--- src/rtl/audio_pkg.sv ---
// Shared audio types and constants for the recorder datapath.
// Also holds the PCM saturation helper used by the mic front end.
package audio_pkg;

    typedef logic signed [7:0] sample_t;

    localparam sample_t SAMPLE_MAX = 8'sd127;
    localparam sample_t SAMPLE_MIN = 8'sh80;
    localparam int      SYS_CLK_HZ = 98_304_000;

    function automatic sample_t sat_sample(input logic signed [9:0] v);
        sample_t r;
        if (v > 10'sd127) begin
            r = SAMPLE_MAX;
        end else if (v < -10'sd128) begin
            r = SAMPLE_MIN;
        end else begin
            r = v[7:0];
        end
        return r;
    endfunction

endpackage

--- src/rtl/sync_2ff.sv ---
// Generic two-flop synchronizer for asynchronous inputs.
// Async active-low reset clears both stages to zero.
module sync_2ff #(
    parameter int WIDTH = 1
) (
    input  logic             clk_in,
    input  logic             rst_in,
    input  logic [WIDTH-1:0] d_in,
    output logic [WIDTH-1:0] q_out
);

    logic [WIDTH-1:0] r_meta;
    logic [WIDTH-1:0] r_sync;

    always_ff @(posedge clk_in or negedge rst_in) begin
        if (!rst_in) begin
            r_meta <= '0;
            r_sync <= '0;
        end else begin
            r_meta <= d_in;
            r_sync <= r_meta;
        end
    end

    assign q_out = r_sync;

endmodule

--- src/rtl/pdm_mic_frontend.sv ---
// PDM microphone front end: mic clock divider, bit capture and
// box-car decimation into signed 8-bit PCM with a one-cycle strobe.
module pdm_mic_frontend
    import audio_pkg::*;
#(
    parameter int CLK_DIV = 32,
    parameter int DECIM   = 64
) (
    input  logic    clk_in,
    input  logic    rst_in,
    input  logic    enable_in,
    input  logic    pdm_in,
    output logic    mic_clk_out,
    output sample_t audio_out,
    output logic    audio_valid_out,
    output logic    clip_out
);

    localparam int DIV_W  = $clog2(CLK_DIV);
    localparam int LOG2D  = $clog2(DECIM);
    localparam int ONES_W = LOG2D + 1;
    localparam int SH     = 8 - LOG2D;

    localparam logic [DIV_W-1:0] DIV_LAST = DIV_W'(CLK_DIV - 1);
    localparam logic [DIV_W-1:0] DIV_HALF = DIV_W'(CLK_DIV / 2);
    localparam logic [LOG2D-1:0] BIT_LAST = LOG2D'(DECIM - 1);

    logic [DIV_W-1:0]  r_div_cnt;
    logic [LOG2D-1:0]  r_bit_cnt;
    logic [ONES_W-1:0] r_ones_cnt;
    logic              r_mic_clk;
    sample_t           r_audio;
    logic              r_valid;
    logic              r_clip;

    logic              w_pdm_s;
    logic              w_div_wrap;
    logic [DIV_W-1:0]  w_div_nxt;
    logic              w_last_bit;
    logic [ONES_W-1:0] w_total;
    logic [9:0]        w_shift;
    logic signed [9:0] w_value;
    sample_t           w_sample;
    logic              w_clip;

    sync_2ff #(
        .WIDTH (1)
    ) u_pdm_sync (
        .clk_in (clk_in),
        .rst_in (rst_in),
        .d_in   (pdm_in),
        .q_out  (w_pdm_s)
    );

    assign w_div_wrap = (r_div_cnt == DIV_LAST);
    assign w_div_nxt  = w_div_wrap ? '0 : r_div_cnt + 1'b1;
    assign w_last_bit = (r_bit_cnt == BIT_LAST);

    // Full-scale window (all ones) maps to +128, one past SAMPLE_MAX.
    assign w_total  = r_ones_cnt + ONES_W'(w_pdm_s);
    assign w_shift  = 10'(w_total) << SH;
    assign w_value  = $signed(w_shift) - 10'sd128;
    assign w_sample = sat_sample(w_value);
    assign w_clip   = (w_value > 10'sd127);

    always_ff @(posedge clk_in or negedge rst_in) begin
        if (!rst_in) begin
            r_div_cnt  <= '0;
            r_bit_cnt  <= '0;
            r_ones_cnt <= '0;
            r_mic_clk  <= 1'b0;
            r_audio    <= '0;
            r_valid    <= 1'b0;
            r_clip     <= 1'b0;
        end else if (!enable_in) begin
            // Disable wins over any capture due this cycle.
            r_div_cnt  <= '0;
            r_bit_cnt  <= '0;
            r_ones_cnt <= '0;
            r_mic_clk  <= 1'b0;
            r_valid    <= 1'b0;
            r_clip     <= 1'b0;
        end else begin
            r_div_cnt <= w_div_nxt;
            r_mic_clk <= (w_div_nxt >= DIV_HALF);
            r_valid   <= 1'b0;
            if (w_div_wrap) begin
                if (w_last_bit) begin
                    r_audio    <= w_sample;
                    r_valid    <= 1'b1;
                    r_clip     <= r_clip | w_clip;
                    r_bit_cnt  <= '0;
                    r_ones_cnt <= '0;
                end else begin
                    r_bit_cnt  <= r_bit_cnt + 1'b1;
                    r_ones_cnt <= w_total;
                end
            end
        end
    end

    assign mic_clk_out     = r_mic_clk;
    assign audio_out       = r_audio;
    assign audio_valid_out = r_valid;
    assign clip_out        = r_clip;

endmodule

--- config.mk ---
export PLATFORM = sky130hd
export DESIGN_NAME = pdm_mic_frontend
export DESIGN_NICKNAME = d
export VERILOG_FILES = /design/src/rtl/audio_pkg.sv /design/src/rtl/sync_2ff.sv /design/src/rtl/pdm_mic_frontend.sv
export SDC_FILE = /design/constraint.sdc
export NUM_CORES = 1
export LEC_CHECK = 0
export BUFFER_PORTS_ARGS = -buffer_cell sky130_fd_sc_hd__buf_2
export CAP_MARGIN = 5
export CORE_UTILIZATION = 35
export CTS_CLUSTER_SIZE = 10
export DETAILED_ROUTE_END_ITERATION = 6
export PLACE_DENSITY_LB_ADDON = 0.25
export SLEW_MARGIN = 20
export SYNTH_ARGS = -nofsm -noshare
export SYNTH_HDL_FRONTEND = slang
export SYNTH_SLANG_ARGS = --single-unit
--- constraint.sdc ---
create_clock -name clk_in -period 1.9 [get_ports clk_in]
set_input_delay 0 -clock clk_in [delete_from_list [all_inputs] [get_ports clk_in]]
set_output_delay 0 -clock clk_in [all_outputs]
set_load 0.005 [all_outputs]
==> qor.yml <==
grt_util_all_layers_pct: 14.4
drv_cap: 0
netlist-cell-type-count: 33
topRoutingLayerUsed: "met4"
tns_ns: 0
vias: 956
drive_gt1_share_pct: 20.3
synth_top_cell_area_share_pct: 54.5
syn-num-nets: 132
synth_most_common_cell: "dfrtp_1"
power_mw: 1.15
ys_async_sr_fraction_pct: 100
die_y_um: 63.7
p_leak_nw: 0.757
grt_setup_unrepaired: "false"
first_pass_iters: 4
wire_per_inst_um: 12.1
htreeDepth: 2
area_growth_pct: 19.0
synth_seq_cells: 29
routed_wl_um: 2380
grt_pass1_vias: 1012
clock_skew_ns: 0.00544
dieArea_sq_um: 4050
dp_hpwl_um: 1740
ys_seq_area_share_pct: 54.5
path_max_fanout: 5
worstSetupEndpointType: "flip-flop"
vdd_drop_max_mv: 0.408
dp.cells: 186
power-per-cell-area_nw_per_um2: 725
n_fill_cell: 360
setup_viol: 0
drv_slew: 0
drtIter0Drc: 35
synth_edf_count: 0
slew_headroom_pct: 56.7
start_util_pct: 36.4
cp.arrival_ns: 1.90
root_buffer: "clkbuf_8"
place_ws_ns: 0.0685
cts.clk_slew.worst_paths_ns: 0.06
instances_no_fill: 196
clk_latency_ns: 0.28
critPathRequiredTime_ns: 2.06
wl_met1_um: 1130
gp_congestion: 0.759
status: "finished clean"
syn_inst: 123
postRouteAntennaNets: 0
ys.warnings.count: 0
diodes: 0
critPathLaunchType: "flip-flop"
grt_overflow_total: 0
drc: 0
worst_slew_pin_slew_ns: 0.649
met3WireLength_um: 83
synth.top_cells.by_area: "dfrtp_1 55%, ha_1 4.7%, nor2_1 3.9%, xor2_1 3.9%, and2_1 3.8%"
grt_max_degree: 30
grt_first_pass_wirelength_um: 4330
cts_tree: "done"
finalHoldViolCount: 0
synth_top_area_cell: "dfrtp_1"
die_w_um: 63.7
syn-cell-area_sq_um: 1330
fin_crit_ns: 1.74
setup_ws_ns: 0.159
via_per_inst: 4.88
wl_met2_um: 1120
cts_sinks: 29
cts_made_buffers: 5
synthFlopType: "dfrtp_1"
fin_crit_sh_pct: 91.6
grt_antenna_before_repair: 0
num_rows: 22
fmaxAchievable_mhz: 574
cts.path.max_buffers: 2
synthTopCellsByCount: "29 x dfrtp_1, 14 x nor2_1, 10 x nand2_1"
io_pins: 15
design.core.area_sq_um: 3660
post-cts-setup-buffer-count: 0
portBuffers: 14
final_nets: 156
avgSynthCellArea_sq_um: 10.8
crit_type: "reg2reg"
hp-class: "in2reg"
cell usage in the layout (no fill, tap or decap), drive strengths merged, types with 4 or more instances in the layout:
master and n:
buf 19, nor2 14, dfrtp 29, xnor2 5
xor2 6, o21ai 4, ha 5, nand2 10
nand3 8, and2 8, clkbuf 8
power by group:
part	switching [mW]	internal, mW
registers	0.00813	0.627
clock network	0.211	0.259
logic	0.0259	0.0162
what timing repair did:
action / CTS / global route
endpoints found under the setup margin: 0 / 10
hold endpoints to repair: 30 / 0
hold buffers: 2 / 0
gates resized for setup: 0 / 4
layer usage:
layer,up-vias,GRT usage [%]
met3,5,4.53
met1,462,16.1
met4,0,8.52
li1,470,-
met5,-,0
met2,19,23.7
flip-flops by register name (all words and copies together), names as in the netlist:
signal	flops
audio_out	7
r_ones_cnt	7
r_bit_cnt	6
r_div_cnt	5
audio_valid_out	1
clip_out	1
u_pdm_sync.q_out	1
u_pdm_sync.r_meta	1
kinds of logic after synthesis:
group	after synthesis	share of synthesized area, %
adder cells (fa/ha/maj)	5	4.70
XOR/XNOR	11	7.24
multiplexers	2	1.50
AND/OR/NAND/NOR	52	20.1
AO/OA/AOI/OAI	17	8.93
buffers and inverters	7	3.01
flip-flops	29	54.5
critical path, cell delays in order, from the launching register on:
cell and delay [ns]:
dfrtp_1 0.39, ha_1 0.22, and3_1 0.15, ha_2 0.19
buf_4 0.16, inv_1 0.10, a41o_1 0.18, mux2i_1 0.09
and2_1 0.15
metrics by stage:
step	hold WS, ns	area [sq um]	utilization (%)
floorplan	-0.296	1330	-
global placement	0.0508	1470	40.2
detailed placement	0.0679	1470	40.2
CTS	0.105	1570	42.9
global route	0.110	1580	43.3
finish	0.0998	1580	43.3
worst paths after layout:
| path | start | endpoint | depth (start not counted) | slack (ns) |
|---|---|---|---|---|
| max | r_div_cnt[0] | r_bit_cnt[0] | 8 | 0.16 |
| min | enable_in | r_ones_cnt[5] | 2 | 0.1 |
| max reg2reg | r_div_cnt[0] | r_bit_cnt[0] | 8 | 0.16 |
| min reg2reg | u_pdm_sync.r_meta | u_pdm_sync.q_out | 0 | 0.35 |
| max in group asynchronous | rst_in | r_ones_cnt[2] | 2 | 1.19 |
| min in group asynchronous | rst_in | clip_out | 2 | 0.28 |
final cells by class:
class                   instances  area (sq um)  area share, %
multi-input cells              87           578           36.5
well taps                      48          60.1           3.79
flip-flops and latches         29           726           45.8
clock buffers                   8          80.1           5.06
inverters                       3          12.5          0.790
repair buffers                 21           128           8.06
Note: power is estimated with default switching activity, not from simulation.
